### config.mk
export PLATFORM = sky130hd
export DESIGN_NAME = dmem_lsu_flat
export DESIGN_NICKNAME = d
export VERILOG_FILES = /design/src/rtl/dmem_pkg.sv /design/src/rtl/dmem_lsu_if.sv /design/src/rtl/dmem_lane_align.sv /design/src/rtl/dmem_lsu.sv /design/src/flat_wrapper.sv
export SDC_FILE = /design/constraint.sdc
export NUM_CORES = 1
export LEC_CHECK = 0
export CORE_ASPECT_RATIO = 0.5
export CORE_UTILIZATION = 30
export DETAILED_ROUTE_END_ITERATION = 7
export PLACE_DENSITY = 0.57
export SLEW_MARGIN = 10
export SYNTH_ARGS = -nofsm -noshare
export SYNTH_HDL_FRONTEND = slang
export SYNTH_HIERARCHICAL = 1
export SYNTH_SLANG_ARGS = --single-unit
export TNS_END_PERCENT = 20
### constraint.sdc
create_clock -name clk -period 2.81 [get_ports clk]
set_clock_uncertainty 0.05 [all_clocks]
set_input_delay 0.562 -clock clk [delete_from_list [all_inputs] [get_ports clk]]
set_output_delay 0.562 -clock clk [all_outputs]
set_load 0.005 [all_outputs]
### src/rtl/dmem_pkg.sv
// Shared definitions for the data-memory load/store unit: funct3 encodings,
// LSU state type and the natural-alignment test.
package dmem_pkg;

    localparam logic [2:0] F3_B  = 3'b000;
    localparam logic [2:0] F3_H  = 3'b001;
    localparam logic [2:0] F3_W  = 3'b010;
    localparam logic [2:0] F3_BU = 3'b100;
    localparam logic [2:0] F3_HU = 3'b101;

    typedef enum logic [1:0] {
        LSU_IDLE,
        LSU_REQ,
        LSU_DONE
    } lsu_state_e;

    // Unsupported encodings behave as word accesses, so they need word alignment.
    function automatic logic is_misaligned(input logic [2:0] f3, input logic [1:0] off);
        if (f3 == F3_B || f3 == F3_BU) return 1'b0;
        if (f3 == F3_H || f3 == F3_HU) return off[0];
        return off != 2'b00;
    endfunction

endpackage

### src/rtl/dmem_lsu_if.sv
// Handshaked data-SRAM bus between the load/store unit (master) and the SRAM (slave).
interface dmem_lsu_if #(
    parameter int unsigned AW = 30
);
    logic          mem_req;
    logic          mem_we;
    logic [AW-1:0] mem_addr;
    logic [3:0]    mem_wstrb;
    logic [31:0]   mem_wdata;
    logic          mem_ready;
    logic [31:0]   mem_rdata;

    modport master (
        output mem_req, mem_we, mem_addr, mem_wstrb, mem_wdata,
        input  mem_ready, mem_rdata
    );

    modport slave (
        input  mem_req, mem_we, mem_addr, mem_wstrb, mem_wdata,
        output mem_ready, mem_rdata
    );
endinterface

### src/rtl/dmem_lane_align.sv
// Byte-lane steering: funct3 + byte offset -> store strobes, replicated store
// data and the selected, sign/zero-extended load value.
module dmem_lane_align
    import dmem_pkg::*;
(
    input  logic [2:0]  funct3,
    input  logic [1:0]  off,
    input  logic [31:0] wdata,
    input  logic [31:0] rdata,
    output logic [3:0]  wstrb,
    output logic [31:0] wdata_sh,
    output logic [31:0] rdata_ext
);
    logic [7:0]  byte_sel;
    logic [15:0] half_sel;

    // Halfwords use off[1] only and words ignore the offset, which gives the
    // natural-alignment masking for free.
    always_comb begin
        byte_sel  = rdata[{off, 3'b000} +: 8];
        half_sel  = off[1] ? rdata[31:16] : rdata[15:0];
        wstrb     = 4'hF;
        wdata_sh  = wdata;
        rdata_ext = rdata;
        case (funct3)
            F3_B, F3_BU: begin
                wstrb     = 4'b0001 << off;
                wdata_sh  = {4{wdata[7:0]}};
                rdata_ext = (funct3 == F3_BU) ? {24'h0, byte_sel}
                                              : {{24{byte_sel[7]}}, byte_sel};
            end
            F3_H, F3_HU: begin
                wstrb     = off[1] ? 4'b1100 : 4'b0011;
                wdata_sh  = {2{wdata[15:0]}};
                rdata_ext = (funct3 == F3_HU) ? {16'h0, half_sel}
                                              : {{16{half_sel[15]}}, half_sel};
            end
            default: ;
        endcase
    end
endmodule

### src/rtl/dmem_lsu.sv
// Load/store unit between the MEM stage and a handshaked data SRAM.
// Optional define DMEM_MISALIGN_TRAP_EN: misaligned H/W accesses trap instead of being masked.
module dmem_lsu
    import dmem_pkg::*;
#(
    parameter int unsigned TIMEOUT_CYCLES = 64,
    parameter int unsigned AW             = 30
) (
    input  logic              clk,
    input  logic              rst,
    input  logic              req_valid,
    input  logic              req_we,
    input  logic [31:0]       req_addr,
    input  logic [31:0]       req_wdata,
    input  logic [2:0]        req_funct3,
    output logic              stall,
    output logic [31:0]       ld_data,
    output logic              ld_valid,
    output logic              acc_err,
    dmem_lsu_if.master        mem
);
    localparam int unsigned CW = $clog2(TIMEOUT_CYCLES);

    lsu_state_e  state_q, state_d;
    logic        we_q;
    logic [31:0] addr_q;
    logic [31:0] wdata_q;
    logic [2:0]  f3_q;
    logic        err_q, err_d;
    logic [CW-1:0] cnt_q, cnt_d;
    logic [31:0] ld_data_q, ld_data_d;
    logic        latch;

    logic [3:0]  strb;
    logic [31:0] wdata_sh;
    logic [31:0] rdata_ext;

    dmem_lane_align u_align (
        .funct3    (f3_q),
        .off       (addr_q[1:0]),
        .wdata     (wdata_q),
        .rdata     (mem.mem_rdata),
        .wstrb     (strb),
        .wdata_sh  (wdata_sh),
        .rdata_ext (rdata_ext)
    );

    always_ff @(posedge clk or negedge rst) begin
        if (!rst) begin
            state_q   <= LSU_IDLE;
            we_q      <= 1'b0;
            addr_q    <= '0;
            wdata_q   <= '0;
            f3_q      <= '0;
            err_q     <= 1'b0;
            cnt_q     <= '0;
            ld_data_q <= '0;
        end else begin
            state_q   <= state_d;
            err_q     <= err_d;
            cnt_q     <= cnt_d;
            ld_data_q <= ld_data_d;
            if (latch) begin
                we_q    <= req_we;
                addr_q  <= req_addr;
                wdata_q <= req_wdata;
                f3_q    <= req_funct3;
            end
        end
    end

    always_comb begin
        state_d   = state_q;
        err_d     = err_q;
        cnt_d     = cnt_q;
        ld_data_d = ld_data_q;
        latch     = 1'b0;
        case (state_q)
            LSU_IDLE: begin
                if (req_valid) begin
                    latch   = 1'b1;
                    err_d   = 1'b0;
                    cnt_d   = '0;
                    state_d = LSU_REQ;
`ifdef DMEM_MISALIGN_TRAP_EN
                    if (is_misaligned(req_funct3, req_addr[1:0])) begin
                        state_d   = LSU_DONE;
                        err_d     = 1'b1;
                        ld_data_d = '0;
                    end
`endif
                end
            end
            LSU_REQ: begin
                // Ready in the last counted cycle still completes normally.
                if (mem.mem_ready) begin
                    state_d = LSU_DONE;
                    if (!we_q) ld_data_d = rdata_ext;
                end else if (cnt_q == CW'(TIMEOUT_CYCLES - 1)) begin
                    state_d   = LSU_DONE;
                    err_d     = 1'b1;
                    ld_data_d = '0;
                end else begin
                    cnt_d = cnt_q + 1'b1;
                end
            end
            LSU_DONE: state_d = LSU_IDLE;
            default:  state_d = LSU_IDLE;
        endcase
    end

    assign mem.mem_req   = (state_q == LSU_REQ);
    assign mem.mem_we    = mem.mem_req & we_q;
    assign mem.mem_wstrb = mem.mem_we ? strb : 4'h0;
    assign mem.mem_addr  = addr_q[AW+1:2];
    assign mem.mem_wdata = wdata_sh;

    // Gated by rst so the pipeline is released the moment reset asserts.
    assign stall    = rst & req_valid & (state_q != LSU_DONE);
    assign ld_valid = (state_q == LSU_DONE) & ~we_q;
    assign acc_err  = (state_q == LSU_DONE) & err_q;
    assign ld_data  = ld_data_q;

endmodule

### src/flat_wrapper.sv
// flat-port wrapper written by rule: the top's interface ports become plain ports
module dmem_lsu_flat import dmem_pkg::*;
#(
    parameter int unsigned TIMEOUT_CYCLES = 64,
    parameter int unsigned AW             = 30
)
  (clk, rst, req_valid, req_we, req_addr, req_wdata, req_funct3, stall, ld_data, ld_valid, acc_err, mem_mem_req, mem_mem_we, mem_mem_addr, mem_mem_wstrb, mem_mem_wdata, mem_mem_ready, mem_mem_rdata);
  dmem_lsu_if #(.AW(AW)) mem_i ();
  input  logic clk;
  input  logic rst;
  input  logic req_valid;
  input  logic req_we;
  input  logic [31:0] req_addr;
  input  logic [31:0] req_wdata;
  input  logic [2:0] req_funct3;
  output logic stall;
  output logic [31:0] ld_data;
  output logic ld_valid;
  output logic acc_err;
  output wire logic [$bits(mem_i.mem_req)-1:0] mem_mem_req;
  output wire logic [$bits(mem_i.mem_we)-1:0] mem_mem_we;
  output wire logic [$bits(mem_i.mem_addr)-1:0] mem_mem_addr;
  output wire logic [$bits(mem_i.mem_wstrb)-1:0] mem_mem_wstrb;
  output wire logic [$bits(mem_i.mem_wdata)-1:0] mem_mem_wdata;
  input wire logic [$bits(mem_i.mem_ready)-1:0] mem_mem_ready;
  input wire logic [$bits(mem_i.mem_rdata)-1:0] mem_mem_rdata;
  assign mem_mem_req = mem_i.mem_req;
  assign mem_mem_we = mem_i.mem_we;
  assign mem_mem_addr = mem_i.mem_addr;
  assign mem_mem_wstrb = mem_i.mem_wstrb;
  assign mem_mem_wdata = mem_i.mem_wdata;
  assign mem_i.mem_ready = mem_mem_ready;
  assign mem_i.mem_rdata = mem_mem_rdata;
  dmem_lsu #(.TIMEOUT_CYCLES(TIMEOUT_CYCLES), .AW(AW)) u_core (.clk(clk), .rst(rst), .req_valid(req_valid), .req_we(req_we), .req_addr(req_addr), .req_wdata(req_wdata), .req_funct3(req_funct3), .stall(stall), .ld_data(ld_data), .ld_valid(ld_valid), .acc_err(acc_err), .mem(mem_i));
endmodule
**Word-level counts from Yosys, hierarchy flattened**

Cells that the tools add are included.

- Register bits after elaboration: 109
- Bits of input ports: 104

- Add/sub/neg operators: 1
- Equality and inequality tests: 13
- Shift operators: 2
- Mux-type cells: 25
- Bitwise gates (word level): 6
- Reductions and logical operators: 10

Operator list:

| kind | count |
|---|---|
| 32-bit 2-to-1 mux | 5 |
| 32-bit one-hot mux with 2 select lines | 2 |
| 32-bit by 6-bit variable part select with 8-bit output | 1 |
| 6-bit 2-to-1 mux | 3 |
| 16-bit 2-to-1 mux | 1 |
| 2-bit inequality test, second input constant | 6 |
| 6-bit one-hot mux with 2 select lines | 1 |
| 4-bit 2-to-1 mux | 2 |
| 4-bit one-hot mux with 2 select lines | 1 |
| 4-bit AND reduction | 2 |
| 6-bit by 1-bit adder with 6-bit output, second input constant | 1 |
| 3-bit == test, second input constant | 2 |
| 6-bit == test, second input constant | 1 |
| 2-bit 2-to-1 mux | 3 |
| 1-bit AND | 5 |
| 1-bit 2-to-1 mux | 5 |
| 2-bit one-hot mux with 2 select lines | 1 |
| 2-bit nonzero test | 2 |
| 2-bit OR reduction | 2 |
| 1-bit by 2-bit left shift with 4-bit output, first input constant | 1 |
| 3-bit by 1-bit == test with 1-bit output, second input constant | 1 |
| 3-bit logical NOT | 1 |
| 3-bit inequality test, second input constant | 1 |
| 3-bit AND reduction | 1 |
| 6 further kinds | 6 |

**Longest topological paths before layout**

Gate-level depths: netlist (run 1).

- Word-level depth: 5
- Mapped depth: 8
- Gate-level depth less buffers: 6

**Modules after synthesis**

Netlist (run 1), hierarchy kept.

Modules (own cells, without submodules):

| module | times used | cells an instance | area an instance (µm²) | sequential area each (µm²) |
|---|---|---|---|---|
| dmem_lsu | 1 | 500 | 4800.9 | 2727.6 |
| dmem_lane_align | 1 | 186 | 1212.4 | 0.0 |

**Worst setup path before layout (run 1)**

OpenSTA, ideal clock, no wires.

- Path type: input to register
- From: in mem_mem_rdata[23]
- To: reg u_core.ld_data_q[11], in the netlist u_core/ld_data[11]
- Library setup time: 0.121 ns
- Arrival time: 1.707 ns
- Required time: 2.639 ns
- Path slack: 0.932 ns
- Cell stages on the path: 6
- Path through: mux2_4 a22oi_4 buf_4 o221ai_1 a22o_1 a22o_1

- Cells in the longest elaborated chain, start to end: 5

RTL lines:

| item | line | source |
|---|---|---|
| start: declaration | flat_wrapper.sv:26 | `input wire logic [$bits(mem_i.mem_rdata)-1:0] mem_mem_rdata;` |
| 32-bit by 6-bit variable part select with 8-bit output | dmem_lane_align.sv:20 | `byte_sel = rdata[{off, 3'b000} +: 8];` |
| 32-bit 2-to-1 mux | dmem_lane_align.sv:29 | `rdata_ext = (funct3 == F3_BU) ? {24'h0, byte_sel}` |
| 32-bit one-hot mux with 2 select lines | dmem_lane_align.sv:25 | `case (funct3)` |
| named net u_core.rdata_ext[11] | dmem_lsu.sv:36 | `logic [31:0] rdata_ext;` |
| 32-bit 2-to-1 mux | dmem_lsu.sv:98 | `if (!we_q) ld_data_d = rdata_ext;` |
| 32-bit 2-to-1 mux | dmem_lsu.sv:96 | `if (mem.mem_ready) begin` |
| end signal: assignment | dmem_lsu.sv:62 | `ld_data_q <= ld_data_d;` |
| end: declaration | dmem_lsu.sv:31 | `logic [31:0] ld_data_q, ld_data_d;` |

The timed path passes the listed nets, and every way through them passes these cells. The select of a mux whose other input is x is not followed.
A chain may end at the register's enable or synchronous reset.

**Final worst setup path (run 1)**

- From: reg u_core.addr_q[1]
- To: out mem_mem_wstrb[3]

- Cells in the longest elaborated chain, start to end: 3
- Elaborated cells on any way between the ends: 4

RTL lines:

| item | line | source |
|---|---|---|
| start: declaration | dmem_lsu.sv:26 | `logic [31:0] addr_q;` |
| start signal: assignment | dmem_lsu.sv:65 | `addr_q <= req_addr;` |
| 4-bit 2-to-1 mux / 1-bit by 2-bit left shift with 4-bit output (equally long branches) | dmem_lane_align.sv:33, dmem_lane_align.sv:27 |  |
| 4-bit one-hot mux with 2 select lines (*) | dmem_lane_align.sv:25 |  |
| named net u_core.strb[3] | dmem_lsu.sv:34 | `logic [3:0] strb;` |
| 4-bit 2-to-1 mux (*) | dmem_lsu.sv:114 | `assign mem.mem_wstrb = mem.mem_we ? strb : 4'h0;` |
| end: declaration | flat_wrapper.sv:23 | `output wire logic [$bits(mem_i.mem_wstrb)-1:0] mem_mem_wstrb;` |

The timed path passes the listed nets; every way through them passes the cells marked *.

==> results of run 1 <==
[power by group]
| part | total (uW) | switching, uW | internal [uW] | leakage, uW |
|---|---|---|---|---|
| logic | 4440 | 1930 | 2510 | 0.00232 |
| clock network | 1500 | 599 | 900 | 0.000166 |
| registers | 2870 | 618 | 2250 | 0.00134 |
[path summary, 6_finish.rpt]
kind,endpoint,slack (ns),cells past startpoint
worst max-delay path,mem_mem_wstrb[3],0.23,4
worst min-delay path,u_core/ld_data[2],0.28,2
worst max register to register,u_core/ld_data[10],0.63,5
worst min register to register,u_core/addr_q[11],0.43,2
max in group asynchronous,u_core/wdata_q[27],1.91,2
min in group clk,u_core/addr_q[11],0.43,2
[state kept, by name (all words and copies together) (netlist names)]
signal	count
u_core/ld_data	32
u_core/cnt_q	6
u_core/f3_q	3
u_core/err_q	1
u_core/addr_q	32
u_core/state_q	2
u_core/we_q	1
u_core/wdata_q	32
[cells in the final DEF, fill, tap and decap left out, drive strengths merged, types with 14 or more instances in the layout]
cell,instances
nand2,261
clkdlybuf4s50,205
dfrtp,109
a22o,59
mux2i,19
nor2b,19
nor2,18
o22ai,17
inv,17
buf,17
o21ai,14
[worst reg2reg max path: cells and delay by family, from the launching register on]
family | cells | cell delay [ns]
buffers and inverters | 1 | 0.19
flip-flops | 1 | 0.57
AO/OA/AOI/OAI | 4 | 1.27
[stage by stage]
step	total power (uW)	setup WS, ns	utilization (%)	hold slack [ns]
after floorplan	5380	0.932	-	0.216
after global placement	7280	0.318	41.0	0.403
after detailed placement	7350	0.292	41.0	0.411
after CTS	8900	0.0739	42.8	0.347
after global routing	9440	0.130	42.8	0.321
final	8810	0.229	42.8	0.275
[cell type report]
type	instances	area, um2
tap	266	333
inverter	16	60.1
clock inverter	5	106
multi-input combinational	474	2680
sequential	109	2730
fill	1973	11200
clock buffer	11	243
timing repair buffer	222	2220
[cells by family after synthesis]
| family | synth area share, % |
|---|---|
| adder cells (fa/ha/maj) | 0.208 |
| XOR/XNOR | 0.146 |
| AND/OR/NAND/NOR | 22.2 |
| flip-flops | 45.4 |
| multiplexers | 5.35 |
| buffers and inverters | 10.3 |
| AO/OA/AOI/OAI | 16.5 |
[metal layers]
metal	track usage [%]	share of wire [%]	up-vias
li1	-	-	2557
met1	24.1	47	2575
met2	30.0	48	138
met3	4.02	4.6	12
met4	3.41	0.70	0
met5	0	0	-
==> flow_summary.json, run 1 <==
{
  "cts_resized": 0,
  "ys.flop_type": "dfrtp_1",
  "cts-buffers-inserted": 9,
  "grt_pass1_wl_um": 28800,
  "boundaryPins": 207,
  "grt_pass1_vias": 5109,
  "ys_types": 44,
  "gr-usage-all-layers_pct": 17.9,
  "max_freq_mhz": 388,
  "worstSetupPathType": "flip-flop to primary output",
  "finalSetupViolations": 0,
  "finalSetupTns_ns": 0,
  "critPathCaptureType": "primary output",
  "design_area_mm2": 0.00836,
  "crit_arrival_ns": 1.97,
  "drt_wl_total_um": 18500,
  "drtIter0Drc": 267,
  "synthArstFlopShare_pct": 100,
  "yosys_warnings": 6,
  "yosysTopAreaCell": "dfrtp_1",
  "core_mm2": 0.0195,
  "start_kind": "flip-flop",
  "post_dp_cell_area_mm2": 0.00801,
  "synth.top_cells.by_area": "dfrtp_1, nand2_1, a22o_1",
  "io_buffers": 206,
  "cts_hold_buf": 0,
  "min_period_ns": 2.58,
  "cp_top_family": "buffers and inverters",
  "drive_gt1_share_pct": 6.93,
  "viasPerCell": 4.79,
  "path_buf_inv": 2,
  "nNetsFinal": 937,
  "status": "complete, no violations",
  "reg2reg_from": "u_core/addr_q[1]",
  "post-route-period-util_pct": 91.8,
  "slew_headroom_pct": 53.0,
  "num_antenna_cells": 0,
  "detail-route-antenna-nets": 0,
  "row_count": 36,
  "design.die.area_mm2": 0.0206,
  "grt.overflow.total": 0,
  "synth_area_mm2": 0.00601,
  "cpPeakStageDelay_ns": 0.57,
  "dp_cells": 1087,
  "cp_slowest_cell": "dfrtp_1",
  "hp-class": "input pin to asynchronous set/reset pin",
  "cts_tree": "yes",
  "hold_viol_final": 0,
  "htree_levels": 3,
  "vias": 5282,
  "clk_pin_slew_ns": 0.08,
  "die_w_um": 202,
  "start_util_pct": 30.8,
  "synth_top_area_share_pct": 45.4,
  "cts.sinks": 109,
  "insertion_delay_ns": 0.35,
  "crit_path_start": "u_core/addr_q[1]",
  "cp_cell_sequence": "inv_1 -> o21bai_1 -> and3_1 -> clkdlybuf4s50_1",
  "vdd_drop_max_mv": 0.374,
  "syn_avg_cell_area_um2": 8.77,
  "slew_violations": 0,
  "synth_common_cells": "nand2_1, dfrtp_1, a22o_1",
  "cp_max_fo": 9,
  "syn_inst": 686,
  "drc_errors": 0,
  "maxCapViolCount": 0,
  "tightest_slew_ns": 0.705,
  "area_delta_synth_final_pct": 39.1,
  "finalWeightedCongestion": 0.797,
  "finalNonFillerCells": 1103,
  "die_h_um": 102,
  "antenna_found_initial": 0,
  "power_density_mw_per_mm2": 1050,
  "leakage_uw": 0.00383,
  "rsz0062_at_grt": "false",
  "required_ns": 2.20,
  "grt_max_degree": 110,
  "yosysSeqAreaShare_pct": 45.4,
  "first_pass_iters": 5,
  "synth-edff-count": 0,
  "wl_per_cell_um": 16.8,
  "dp_hpwl_um": 12800,
  "synth_nets": 791,
  "post_cts_buffers": 0,
  "clockBufferDepth": 2,
  "synth_most_common_cell": "nand2_1",
  "ys_ff_latch": 109,
  "cts-root-buf": "clkbuf_16"
}
No activity file was read; power rests on OpenSTA's default activity.
==> run 2, diff against run 1 <==
--- a/config.mk
+++ b/config.mk
@@ -7,6 +7,7 @@
 export LEC_CHECK = 0
 export CORE_ASPECT_RATIO = 0.5
 export CORE_UTILIZATION = 30
+export CTS_CLUSTER_SIZE = 40
 export DETAILED_ROUTE_END_ITERATION = 7
 export PLACE_DENSITY = 0.57
 export SLEW_MARGIN = 10
==> results of run 2 <==
The final DEF is identical to that of run 1; final timing and power are the same.
==> run 3, diff against run 2 <==
--- a/config.mk
+++ b/config.mk
@@ -7,6 +7,7 @@
 export LEC_CHECK = 0
 export CORE_ASPECT_RATIO = 0.5
 export CORE_UTILIZATION = 30
+export CTS_CLUSTER_DIAMETER = 200
 export CTS_CLUSTER_SIZE = 40
 export DETAILED_ROUTE_END_ITERATION = 7
 export PLACE_DENSITY = 0.57
==> results of run 3 <==
The final DEF is identical to that of run 1; final timing and power are the same.
